## src/rtl/video_cmd_issuer_if.sv

```systemverilog
// NASTI-lite channel bundle (64-bit address, 32-bit data) carrying only the
// AW/W/B/AR/R signals the command issuer needs.
interface nasti_channel;
  logic [63:0] aw_addr;
  logic [2:0]  aw_prot;
  logic        aw_valid;
  logic        aw_ready;
  logic [31:0] w_data;
  logic [3:0]  w_strb;
  logic        w_valid;
  logic        w_ready;
  logic [1:0]  b_resp;
  logic        b_valid;
  logic        b_ready;
  logic [63:0] ar_addr;
  logic [2:0]  ar_prot;
  logic        ar_valid;
  logic        ar_ready;
  logic [31:0] r_data;
  logic [1:0]  r_resp;
  logic        r_valid;
  logic        r_ready;

  modport master (
    output aw_addr, aw_prot, aw_valid, input aw_ready,
    output w_data, w_strb, w_valid, input w_ready,
    input b_resp, b_valid, output b_ready,
    output ar_addr, ar_prot, ar_valid, input ar_ready,
    input r_data, r_resp, r_valid, output r_ready
  );

  modport slave (
    input aw_addr, aw_prot, aw_valid, output aw_ready,
    input w_data, w_strb, w_valid, output w_ready,
    output b_resp, b_valid, input b_ready,
    input ar_addr, ar_prot, ar_valid, output ar_ready,
    output r_data, r_resp, r_valid, input r_ready
  );
endinterface

```

## src/rtl/video_cmd_issuer.sv

```systemverilog
// Pushes 64-bit DataMover commands into one of two remote command FIFOs as
// low/high 32-bit NASTI-lite writes, polling FIFO occupancy when out of credit.
module video_cmd_issuer #(
  parameter logic [63:0] BASE_ADDR = 64'h0,
  parameter int          FIFO_CAP  = 128,
  parameter int          OCC_WIDTH = 8
) (
  input  logic          aclk,
  input  logic          aresetn,
  input  logic          cmd_valid,
  output logic          cmd_ready,
  input  logic [63:0]   cmd_data,
  input  logic          cmd_sel,
  output logic          cmd_done,
  output logic          err,
  nasti_channel.master  m_nasti
);

  localparam int CW = $clog2(FIFO_CAP) + 1;

  typedef enum logic [2:0] {
    IDLE, POLL_AR, POLL_R, LO_AW_W, LO_B, HI_AW_W, HI_B
  } state_t;

  state_t               state, state_nxt;
  logic [63:0]          cmd_q;
  logic                 sel_q;
  logic [CW-1:0]        credit [2];
  logic                 aw_done, w_done;
  logic                 cmd_hs, aw_hs, w_hs, b_hs, ar_hs, r_hs, pair_done;
  logic [OCC_WIDTH-1:0] occ;
  logic [CW-1:0]        fresh_credit;
  logic [63:0]          win_addr;
  logic                 in_aw_w, in_hi;

  assign cmd_hs    = cmd_valid && cmd_ready;
  assign aw_hs     = m_nasti.aw_valid && m_nasti.aw_ready;
  assign w_hs      = m_nasti.w_valid && m_nasti.w_ready;
  assign b_hs      = m_nasti.b_valid && m_nasti.b_ready;
  assign ar_hs     = m_nasti.ar_valid && m_nasti.ar_ready;
  assign r_hs      = m_nasti.r_valid && m_nasti.r_ready;
  // AW and W complete independently; the pair is done once both have landed.
  assign pair_done = (aw_done || aw_hs) && (w_done || w_hs);
  assign win_addr  = BASE_ADDR + (sel_q ? 64'd8 : 64'd0);
  assign in_aw_w   = (state == LO_AW_W) || (state == HI_AW_W);
  assign in_hi     = (state == HI_AW_W) || (state == HI_B);
  assign occ       = m_nasti.r_data[OCC_WIDTH-1:0];

  generate
    if (OCC_WIDTH < 32) begin : g_rdata_hi
      logic unused_rdata;
      assign unused_rdata = ^m_nasti.r_data[31:OCC_WIDTH];
    end
  endgenerate

  // Free slots reported by the remote FIFO, clamped at zero on over-report.
  always_comb begin
    if (32'(occ) > FIFO_CAP) fresh_credit = '0;
    else                     fresh_credit = CW'(FIFO_CAP - 32'(occ));
  end

  // NOTE: non-blocking (<=) on every flop so all registers update together at the edge.
  always_ff @(posedge aclk or negedge aresetn) begin
    if (!aresetn) state <= IDLE;
    else          state <= state_nxt;
  end

  // NOTE: default assignment first so no branch can leave a latch behind.
  always_comb begin
    state_nxt = state;
    unique case (state)
      IDLE:    if (cmd_hs)    state_nxt = (credit[cmd_sel] != '0) ? LO_AW_W : POLL_AR;
      POLL_AR: if (ar_hs)     state_nxt = POLL_R;
      POLL_R:  if (r_hs)      state_nxt = (fresh_credit != '0) ? LO_AW_W : POLL_AR;
      LO_AW_W: if (pair_done) state_nxt = LO_B;
      LO_B:    if (b_hs)      state_nxt = HI_AW_W;
      HI_AW_W: if (pair_done) state_nxt = HI_B;
      HI_B:    if (b_hs)      state_nxt = IDLE;
      default:                state_nxt = IDLE;
    endcase
  end

  always_comb begin
    cmd_ready        = aresetn && (state == IDLE) && !cmd_done;
    m_nasti.aw_valid = in_aw_w && !aw_done;
    m_nasti.w_valid  = in_aw_w && !w_done;
    m_nasti.aw_addr  = win_addr + (in_hi ? 64'd4 : 64'd0);
    m_nasti.aw_prot  = 3'b000;
    m_nasti.w_data   = in_hi ? cmd_q[63:32] : cmd_q[31:0];
    m_nasti.w_strb   = 4'hF;
    m_nasti.b_ready  = (state == LO_B) || (state == HI_B);
    m_nasti.ar_valid = (state == POLL_AR);
    m_nasti.ar_addr  = win_addr;
    m_nasti.ar_prot  = 3'b000;
    m_nasti.r_ready  = (state == POLL_R);
  end

  // NOTE: payload register has no reset; it is only read after being loaded.
  always_ff @(posedge aclk) begin
    if (cmd_hs) cmd_q <= cmd_data;
  end

  always_ff @(posedge aclk or negedge aresetn) begin
    if (!aresetn) begin
      sel_q     <= 1'b0;
      credit[0] <= '0;
      credit[1] <= '0;
      aw_done   <= 1'b0;
      w_done    <= 1'b0;
      cmd_done  <= 1'b0;
      err       <= 1'b0;
    end else begin
      cmd_done <= (state == HI_B) && b_hs;
      if (cmd_hs) sel_q <= cmd_sel;
      if ((state == POLL_R) && r_hs) credit[sel_q] <= fresh_credit;
      if ((state == HI_B) && b_hs && (credit[sel_q] != '0))
        credit[sel_q] <= credit[sel_q] - CW'(1);
      if (pair_done) begin
        aw_done <= 1'b0;
        w_done  <= 1'b0;
      end else begin
        if (aw_hs) aw_done <= 1'b1;
        if (w_hs)  w_done  <= 1'b1;
      end
      // Error responses are recorded but never break the low/high pairing.
      if ((r_hs && (m_nasti.r_resp != 2'b00)) || (b_hs && (m_nasti.b_resp != 2'b00)))
        err <= 1'b1;
    end
  end

endmodule
```

## src/flat_wrapper.sv

```systemverilog
// flat-port wrapper written by rule: the top's interface ports become plain ports
module video_cmd_issuer_flat 
#(
  parameter logic [63:0] BASE_ADDR = 64'h0,
  parameter int          FIFO_CAP  = 128,
  parameter int          OCC_WIDTH = 8
)
  (aclk, aresetn, cmd_valid, cmd_ready, cmd_data, cmd_sel, cmd_done, err, m_nasti_aw_addr, m_nasti_aw_prot, m_nasti_aw_valid, m_nasti_aw_ready, m_nasti_w_data, m_nasti_w_strb, m_nasti_w_valid, m_nasti_w_ready, m_nasti_b_resp, m_nasti_b_valid, m_nasti_b_ready, m_nasti_ar_addr, m_nasti_ar_prot, m_nasti_ar_valid, m_nasti_ar_ready, m_nasti_r_data, m_nasti_r_resp, m_nasti_r_valid, m_nasti_r_ready);
  nasti_channel m_nasti_i ();
  input  logic aclk;
  input  logic aresetn;
  input  logic cmd_valid;
  output logic cmd_ready;
  input  logic [63:0] cmd_data;
  input  logic cmd_sel;
  output logic cmd_done;
  output logic err;
  output wire logic [$bits(m_nasti_i.aw_addr)-1:0] m_nasti_aw_addr;
  output wire logic [$bits(m_nasti_i.aw_prot)-1:0] m_nasti_aw_prot;
  output wire logic [$bits(m_nasti_i.aw_valid)-1:0] m_nasti_aw_valid;
  input wire logic [$bits(m_nasti_i.aw_ready)-1:0] m_nasti_aw_ready;
  output wire logic [$bits(m_nasti_i.w_data)-1:0] m_nasti_w_data;
  output wire logic [$bits(m_nasti_i.w_strb)-1:0] m_nasti_w_strb;
  output wire logic [$bits(m_nasti_i.w_valid)-1:0] m_nasti_w_valid;
  input wire logic [$bits(m_nasti_i.w_ready)-1:0] m_nasti_w_ready;
  input wire logic [$bits(m_nasti_i.b_resp)-1:0] m_nasti_b_resp;
  input wire logic [$bits(m_nasti_i.b_valid)-1:0] m_nasti_b_valid;
  output wire logic [$bits(m_nasti_i.b_ready)-1:0] m_nasti_b_ready;
  output wire logic [$bits(m_nasti_i.ar_addr)-1:0] m_nasti_ar_addr;
  output wire logic [$bits(m_nasti_i.ar_prot)-1:0] m_nasti_ar_prot;
  output wire logic [$bits(m_nasti_i.ar_valid)-1:0] m_nasti_ar_valid;
  input wire logic [$bits(m_nasti_i.ar_ready)-1:0] m_nasti_ar_ready;
  input wire logic [$bits(m_nasti_i.r_data)-1:0] m_nasti_r_data;
  input wire logic [$bits(m_nasti_i.r_resp)-1:0] m_nasti_r_resp;
  input wire logic [$bits(m_nasti_i.r_valid)-1:0] m_nasti_r_valid;
  output wire logic [$bits(m_nasti_i.r_ready)-1:0] m_nasti_r_ready;
  assign m_nasti_aw_addr = m_nasti_i.aw_addr;
  assign m_nasti_aw_prot = m_nasti_i.aw_prot;
  assign m_nasti_aw_valid = m_nasti_i.aw_valid;
  assign m_nasti_i.aw_ready = m_nasti_aw_ready;
  assign m_nasti_w_data = m_nasti_i.w_data;
  assign m_nasti_w_strb = m_nasti_i.w_strb;
  assign m_nasti_w_valid = m_nasti_i.w_valid;
  assign m_nasti_i.w_ready = m_nasti_w_ready;
  assign m_nasti_i.b_resp = m_nasti_b_resp;
  assign m_nasti_i.b_valid = m_nasti_b_valid;
  assign m_nasti_b_ready = m_nasti_i.b_ready;
  assign m_nasti_ar_addr = m_nasti_i.ar_addr;
  assign m_nasti_ar_prot = m_nasti_i.ar_prot;
  assign m_nasti_ar_valid = m_nasti_i.ar_valid;
  assign m_nasti_i.ar_ready = m_nasti_ar_ready;
  assign m_nasti_i.r_data = m_nasti_r_data;
  assign m_nasti_i.r_resp = m_nasti_r_resp;
  assign m_nasti_i.r_valid = m_nasti_r_valid;
  assign m_nasti_r_ready = m_nasti_i.r_ready;
  video_cmd_issuer #(.BASE_ADDR(BASE_ADDR), .FIFO_CAP(FIFO_CAP), .OCC_WIDTH(OCC_WIDTH)) u_core (.aclk(aclk), .aresetn(aresetn), .cmd_valid(cmd_valid), .cmd_ready(cmd_ready), .cmd_data(cmd_data), .cmd_sel(cmd_sel), .cmd_done(cmd_done), .err(err), .m_nasti(m_nasti_i));
endmodule
```

## config.mk

```make
export PLATFORM = sky130hd
export DESIGN_NAME = video_cmd_issuer_flat
export DESIGN_NICKNAME = d
export VERILOG_FILES = /design/src/rtl/video_cmd_issuer_if.sv /design/src/rtl/video_cmd_issuer.sv /design/src/flat_wrapper.sv
export SDC_FILE = /design/constraint.sdc
export NUM_CORES = 1
export LEC_CHECK = 0
export ABC_AREA = 1
export BUFFER_PORTS_ARGS = -buffer_cell sky130_fd_sc_hd__buf_2
export CORE_AREA = 2 2 113 115
export CTS_BUF_LIST = sky130_fd_sc_hd__clkbuf_8
export DETAILED_ROUTE_END_ITERATION = 8
export DIE_AREA = 0 0 115 117
export PLACE_DENSITY_LB_ADDON = 0.05
export SYNTH_ARGS = -nofsm -noshare
export SYNTH_HDL_FRONTEND = slang
export SYNTH_SLANG_ARGS = --single-unit
```

## constraint.sdc

```tcl
create_clock -name aclk -period 8.66 [get_ports aclk]
set_clock_uncertainty 0.2 [all_clocks]
set_input_delay 0.433 -clock aclk [delete_from_list [all_inputs] [get_ports aclk]]
set_output_delay 0.433 -clock aclk [all_outputs]
set_load 0.02 [all_outputs]
```

== Word level (Yosys, flattened, before mapping) ==
Index checks and enable logic that the tools add are counted.

* Word-level logic and storage cells: 96
* Bits in registers: 88
* Output and inout port bits: 178
* Input bits: 109

* Muxes and demuxes: 30
* $add $sub $neg: 3
* $lt $le $gt $ge: 4
* Bitwise gates (word level): 2
* Reductions and logical operators: 35
* Eq/ne operators: 13

{| class="wikitable"
|+ Operators by type and width
! operator !! count
|-
| adder 64 bit || 1
|-
| two-way mux 8 bit || 8
|-
| bitwise mux 16 bit || 2
|-
| two-way mux 16 bit || 2
|-
| two-way mux 32 bit || 1
|-
| two-way mux 3 bit || 8
|-
| nonzero test 8 bit || 3
|-
| one-hot mux 3 bit (7 select lines) || 1
|-
| logical AND 1 bit || 17
|-
| != test 2 x 1 -> 1 bit (second input constant) || 5
|-
| equality test 3 bit (second input constant) || 3
|-
| demux 8 bit (select 1 bit) || 1
|-
| > comparator 8 bit (second input constant) || 1
|-
| nonzero test 2 bit || 4
|-
| subtractor 8 x 1 -> 8 bit (second input constant) || 1
|-
| subtractor 8 bit (first input constant) || 1
|-
| AND reduction 7 bit || 1
|-
| equality test 3 x 2 -> 1 bit (second input constant) || 2
|-
| logical OR 1 bit || 6
|-
| >= comparator 2 bit (second input constant) || 2
|-
| two-way mux 1 bit || 4
|-
| two-way mux 2 bit || 2
|-
| two-way mux 4 bit || 1
|-
| != test 2 bit (second input constant) || 2
|-
| other kinds (5) || 8
|}

== Depth between registers and ports, before layout ==
Gate-level depths: netlist (run 1).

* Depth in word-level cells: 9
* Depth in mapped cells: 14
* Gate-level depth less buffers: 14

== Worst setup path after synthesis (run 1) ==
OpenSTA, ideal clock, no wires.

* Path type: register to register
* From: register u_core.state[2]
* To: register u_core.state[1]
* Library setup time: 0.065 ns
* Required time: 8.395 ns
* Period minus slack after synthesis: 3.600 ns
* Data arrival time: 3.335 ns
* Stages on the path, launching flop included: 10
* Setup slack: 5.060 ns
* Path buffers: 0
* Cells stage by stage: dfrtp_1 inv_2 nand3_1 nor4_4 nor2_1 nor2_1 nand2_1 nor2_1 nand2_1 nand2_1

* Elaborated cells on any way between the ends: 31
* Classes of those cells: eq/ne (13); mux (1); reduce/logical (17)

{| class="wikitable"
|+ RTL lines
! item !! line !! source
|-
| from (decl) || video_cmd_issuer.sv:25 || <nowiki>state_t state, state_nxt;</nowiki>
|-
| from (signal assigned) || video_cmd_issuer.sv:65 || <nowiki>else state <= state_nxt;</nowiki>
|-
| zero test 3 bit || video_cmd_issuer.sv:84 || <nowiki>cmd_ready = aresetn && (state == IDLE) && !cmd_done;</nowiki>
|-
| logical AND 1 bit (2 in series) || video_cmd_issuer.sv:84 ||
|-
| logical AND 1 bit || video_cmd_issuer.sv:36 || <nowiki>assign cmd_hs = cmd_valid && cmd_ready;</nowiki>
|-
| named net u_core.cmd_hs || video_cmd_issuer.sv:30 || <nowiki>logic cmd_hs, aw_hs, w_hs, b_hs, ar_hs, r_hs, pair_done;</nowiki>
|-
| != test 2 x 1 -> 1 bit (no source line) || - ||
|-
| AND reduction 7 bit (no source line) || - ||
|}

The timed path passes the listed nets, and every way through them passes these cells.
A chain may end at the register's enable or synchronous reset.

== Worst setup path after layout (run 1) ==
* From: input port aresetn
* To: register u_core.cmd_q[9], enable pin

* Longest elaborated chain between the ends: 3

{| class="wikitable"
|+ RTL lines
! item !! line !! source
|-
| from (decl) || flat_wrapper.sv:11 || <nowiki>input logic aresetn;</nowiki>
|-
| logical AND 1 bit (2 in series) || video_cmd_issuer.sv:84 ||
|-
| logical AND 1 bit || video_cmd_issuer.sv:36 ||
|-
| named net u_core.cmd_hs || video_cmd_issuer.sv:30 ||
|-
| to (signal assigned) || video_cmd_issuer.sv:100 || <nowiki>if (cmd_hs) cmd_q <= cmd_data;</nowiki>
|-
| to (decl) || video_cmd_issuer.sv:26 || <nowiki>logic [63:0] cmd_q;</nowiki>
|}

The timed path passes the listed nets, and every way through them passes these cells.

==> results of run 1 <==
## power by group
part	internal, mW	leakage [nW]	switching [mW]
combinational	0.237	1.69	0.438
clock	0.195	0.122	0.159
sequential	0.543	0.873	0.0718
## worst paths after layout
check                        startpoint  cells past startpoint  slack (ns)                 to
min                        cmd_data[42]                      1        0.04   u_core.cmd_q[42]
max in group asynchronous       aresetn                      2        7.41  u_core.credit[10]
min reg2reg                  u_core.err                      2        0.32         u_core.err
max                             aresetn                      5        5.64    u_core.cmd_q[9]
max reg2reg                u_core.sel_q                      9        6.13   u_core.credit[3]
min in group asynchronous       aresetn                      2        0.42   u_core.credit[4]
## metal layers
layer	global-route usage, %	vias to the layer above
li1	-	1680
met2	23.5	131
met5	0	-
met4	4.42	0
met1	19.6	1572
met3	3.76	10
## cell type report
class,count,area [um^2],area share (%)
Tap cell,150,188,3.25
Sequential cell,88,2520,43.7
Timing Repair Buffer,130,661,11.4
Clock buffer,9,124,2.14
Clock inverter,7,126,2.19
Multi-Input combinational cell,378,2020,35.0
Inverter,34,133,2.30
## synth_stat cells
cell / n
buf_4: 142
nand2_1: 84
edfxtp_1: 64
mux2_2: 32
inv_1: 27
nor2_1: 25
dfrtp_1: 24
nand3_1: 20
o21ai_0: 18
o21ai_2: 14
o21ai_1: 6
inv_2: 5
o211ai_1: 5
buf_6: 4
nand2_2: 4
nor2_4: 4
nor3_1: 4
xor2_1: 4
ha_1: 3
a21o_1: 2
a21oi_1: 2
conb_1: 2
nand2_4: 2
nand3b_1: 2
o21a_1: 2
xnor2_1: 2
buf_12: 1
clkinv_1: 1
inv_6: 1
nand3_2: 1
nand4_1: 1
nand4_4: 1
nor2_2: 1
nor2_8: 1
nor3_4: 1
nor4_4: 1
or2_0: 1
## registers in the layout, indices dropped and copies added, names as in the netlist
name             count
u_core.credit       16
u_core.cmd_q        64
u_core.w_done        1
u_core.err           1
u_core.cmd_done      1
u_core.aw_done       1
u_core.sel_q         1
u_core.state         3
## cells by family (layout without fill, tap and decap cells)
kind of cell	count (synthesis)	after routing	synth area share [%]
buffers and inverters	181	180	23.8
and+or+nand+nor	153	153	14.0
DFF	88	88	47.5
AOI/OAI and AO/OA	49	49	6.03
muxes	32	32	6.79
xor gates and xnor gates	6	6	0.990
adders and majority gates	3	3	0.707
other	2	135	0.141
## worst reg2reg max path, delay by kind of cell (launching register included)
family                   cells  cell delay, ns
AO/OA/AOI/OAI                1            0.07
adder cells (fa/ha/maj)      1            0.21
buffers and inverters        1            0.07
flip-flops                   1            0.94
AND/OR/NAND/NOR              6            0.99
## repair_timing
item / CTS / global route
hold buffers: 1 / 0
endpoints found under the setup margin: 0 / 0
hold endpoints to repair: 24 / 0
==> impl_metrics.tcl, run 1 <==
set metrics [dict create \
    cap_viol_max_count 0 \
    core_area_um2 12300 \
    avgSynthCellArea_um2 10.3 \
    route.layer.met1.wl_um 4670 \
    post-route-period-util_pct 34.9 \
    cts_max_path_buffers 2 \
    worstSkewPairLatency_ns 0.36 \
    seq_area_frac_synth_pct 47.5 \
    status "complete, no violations" \
    cp-start-kind "input port" \
    crit_family "buffers and inverters" \
    fin_nets 753 \
    worstSetupPathType "input port to register" \
    placed_cell_area_um2 5520 \
    drt_wl_total_um 10400 \
    initial_utilization_pct 43.1 \
    cts_setup_buffers 0 \
    grt_usage_pct 14.6 \
    slowest_delay_ns 0.69 \
    nFillCells 1210 \
    dr.max_layer_used "met4" \
    num_vias 3393 \
    met3_length_um 750 \
    final_common_cell "conb_1" \
    htreeDepth 3 \
    arrival_ns 2.81 \
    synth_cells 514 \
    vdd_drop_max_mv 0.125 \
    dr.pass1.iters 4 \
    fin_area_um2 5780 \
    most-common-layout-cells "135 x conb_1, 127 x buf_2, 84 x nand2_1" \
    finalPower_mw 1.64 \
    layout.cells.non_filler 796 \
    overflow 0 \
    crit_fanout 64 \
    end_kind "register" \
    clock.fmax_ghz 0.331 \
    dieWidth_um 115 \
    rows 41 \
    worst-path-buf-inv 4 \
    utilization_pct 46.9 \
    io_buffers 127 \
    final.min_clock_period_ns 3.02 \
    ant_nets 0 \
    synth_area_um2 5310 \
    die_y_um 117 \
    ys_top_cells_by_area "edfxtp_1 36%, buf_4 20%, dfrtp_1 11%, mux2_2 6.8%, nand2_1 5.9%" \
    critical_path.cell_chain "dlygate4sd3_1 -> buf_2 -> inv_1 -> nor4_4 -> buf_4" \
    root_buffer "clkbuf_8" \
    dp_hpwl_um 7830 \
    whs_ns 0.0372 \
    drc_errors 0 \
    clk_pin_slew_worst_paths_ns 0.10 \
    grt_first_pass_wirelength_um 15100 \
    via_per_inst 4.26 \
    hold_viol 0 \
    finalWorstSetupSlack_ns 5.64 \
    slowest_stage "buf_4" \
    synth.top_cell.area_share_pct 36.2 \
    synth_top_cell_by_area "edfxtp_1" \
    max-slew-margin-rel_pct 40.7 \
    gp_congestion 0.824 \
    grt_setup_unrepaired "no" \
    dp_slack_ns 5.72 \
    ioPinCount 287 \
    cts_tree "done" \
    ys_seq_elements 88 \
    min_path_type "input port to register" \
    dpl.cell_count 779 \
    clkSinkCount 88 \
    finalSetupTns_ns 0 \
    antenna_found_initial 0 \
    diodes 0 \
    cts_made_buffers 9 \
    leakagePower_nw 2.68 \
    drv_slew 0 \
    synth_cell_types 37 \
    drt_iter0_drc 226 \
    yosysWarningCount 0 \
    finalSetupViolCount 0 \
    power_per_cell_area_nw_per_um2 285 \
    worst_pin_slew_ns 0.889 \
    wl_met2_um 4920 \
    wl_per_cell_um 13.1 \
    worstPathRequired_ns 8.45 \
    grt_pass1_vias 3007 \
    die-area_um2 13500 \
    grt_max_degree 65 \
    post_cts_resized 0 \
    drive_gt1_share_pct 33.0 \
    area_growth_pct 8.79 \
]
(Power assumes the default switching activity.)
==> inputs of run 2 (changes only) <==
--- a/config.mk
+++ b/config.mk
@@ -7,10 +7,9 @@
 export LEC_CHECK = 0
 export ABC_AREA = 1
 export BUFFER_PORTS_ARGS = -buffer_cell sky130_fd_sc_hd__buf_2
-export CORE_AREA = 2 2 113 115
+export CORE_UTILIZATION = 42
 export CTS_BUF_LIST = sky130_fd_sc_hd__clkbuf_8
 export DETAILED_ROUTE_END_ITERATION = 8
-export DIE_AREA = 0 0 115 117
 export PLACE_DENSITY_LB_ADDON = 0.05
 export SYNTH_ARGS = -nofsm -noshare
 export SYNTH_HDL_FRONTEND = slang
==> constraint.sdc (replaced) <==
create_clock -name aclk -period 2.5 [get_ports aclk]
set_clock_uncertainty 0.2 [all_clocks]
set_input_delay 0.125 -clock aclk [delete_from_list [all_inputs] [get_ports aclk]]
set_output_delay 0.125 -clock aclk [all_outputs]
set_load 0.02 [all_outputs]
==> impl_metrics.tcl, run 2 (synthesis results as in run 1) <==
set metrics [dict create \
    switchingPower_mw 2.36 \
    wl_per_cell_um 12.5 \
    p_seq_share_pct 37.5 \
    dp_slack_ns 0.301 \
    grt_first_pass_wirelength_um 17300 \
    drt_wl_total_um 11200 \
    slowest_stage "dfrtp_1" \
    placed_cell_area_um2 5610 \
    io_buffers 127 \
    die_y_um 114 \
    dpl.cell_count 801 \
    grt_usage_pct 17.3 \
    r2r_cells 10 \
    num_vias 3740 \
    rows 40 \
    end_kind "primary output" \
    post-route-period-util_pct 94.2 \
    crit_fanout 33 \
    netSwitchingFraction_pct 42.3 \
    drive_gt1_share_pct 30.2 \
    clockPowerShare_pct 16.1 \
    min_path_type "input port to register" \
    drt_iter0_drc 184 \
    grt_pass1_vias 3457 \
    largest_reg_flops 64 \
    hold_viol 0 \
    cts_setup_buffers 0 \
    finalPower_mw 5.56 \
    gp_congestion 0.824 \
    cp-start-kind "register" \
    most-common-layout-cells "135 x conb_1, 127 x buf_2, 84 x nand2_1" \
    critical_path.cell_chain "nand2_1 -> inv_2 -> nand2_1 -> nand2_1 -> buf_12 -> mux2_2 -> buf_2" \
    cap_viol_max_count 0 \
    via_per_inst 4.18 \
    die-area_um2 13100 \
    fin_nets 832 \
    drv_slew 0 \
    initial_utilization_pct 43.7 \
    dr.pass1.iters 4 \
    slowest_delay_ns 0.49 \
    cpMostUsedCell "nand2_1" \
    worstPathRequired_ns 2.17 \
    cts_tree "done" \
    power_per_cell_area_nw_per_um2 850 \
    dp_hpwl_um 8160 \
    arrival_ns 2.03 \
    grt_max_degree 53 \
    whs_path_depth 6 \
    clk_pin_slew_worst_paths_ns 0.09 \
    regMostFlops "u_core.cmd_q" \
    overflow 0 \
    worstSkewPairLatency_ns 0.37 \
    finalWorstSetupSlack_ns 0.144 \
    htreeDepth 3 \
    core_area_um2 12200 \
    p_int_mw 3.21 \
    cts_max_path_buffers 2 \
    cts_made_buffers 9 \
    antenna_found_initial 1 \
    whs_ns 0.0752 \
    leakagePower_nw 2.99 \
    final.min_clock_period_ns 2.36 \
    dieWidth_um 114 \
    grt_setup_unrepaired "no" \
    fin_area_um2 6540 \
    finalSetupViolCount 0 \
    drc_errors 0 \
    final_common_cell "conb_1" \
    clkSinkCount 88 \
    comb_power_share_pct 46.4 \
    biggestRegsByFlops "u_core.cmd_q: 64 flops, u_core.credit: 16 flops, u_core.state: 3 flops" \
    status "complete, no violations" \
    ioPinCount 287 \
    clock.fmax_ghz 0.424 \
    layout.cells.non_filler 894 \
    nFillCells 1080 \
    worstSetupPathType "register to primary output" \
    area_growth_pct 23.2 \
    vdd_drop_max_mv 0.436 \
    root_buffer "clkbuf_8" \
    ant_nets 0 \
]
[run 2: worst max-delay path: cells and delay by family (launching register included)]
family	cells	cell delay (ns)
flops	1	0.49
simple gates	3	0.33
mux	1	0.37
buf+inv	3	0.45
[run 2: power groups by stage]
stage | clock network (mW) | registers [mW] | logic (mW)
2_1_floorplan | 0 | 2.06 | 2.15
3_3_place_gp | 0 | 2.11 | 2.47
3_5_place_dp | 0 | 2.11 | 2.48
4_1_cts | 0.929 | 2.08 | 2.60
5_1_grt | 0.978 | 2.12 | 2.87
6_report | 0.893 | 2.09 | 2.58
[run 2: layout make-up]
cell class,count,area (um^2),area share [%]
sequential,88,2520,38.6
multi-input combinational,378,2030,31.1
timing repair buffer,209,1470,22.4
tap,168,210,3.21
inverter,34,133,2.03
clock buffer,9,124,1.89
clock inverter,7,47.5,0.727
antenna,1,2.50,0.0382
[run 2: through the flow]
stage | util, % | setup TNS (ns)
2_1_floorplan | - | -60.98
3_3_place_gp | 46.1 | 0
3_5_place_dp | 46.1 | 0
4_1_cts | 53.8 | 0
5_1_grt | 53.8 | 0
6_report | 53.8 | 0
[run 2: final timing paths]
| check | startpoint | to | slack, ns |
|---|---|---|---|
| min in group asynchronous | aresetn | u_core.w_done | 0.09 |
| worst max-delay path | u_core.state[1] | m_nasti_w_data[27] | 0.14 |
| worst min-delay path | m_nasti_r_data[7] | u_core.credit[4] | 0.08 |
| worst max register to register | u_core.sel_q | u_core.credit[2] | 0.27 |
| worst min register to register | u_core.err | u_core.err | 0.31 |
| max in group asynchronous | aresetn | u_core.state[0] | 1.75 |
[run 2: per-layer routing]
metal | up-vias | track usage [%] | wire length (um)
met5 | - | 0 | 0
met4 | 0 | 5.97 | 131
met3 | 14 | 4.24 | 889
met2 | 173 | 29.4 | 5360
met1 | 1707 | 21.6 | 4830
li1 | 1846 | - | -
[run 2: repair_timing]
action,CTS,global route
endpoints found under the hold margin,95,0
hold buffers,76,0
endpoints found under the setup margin,0,7
resized for setup,0,1
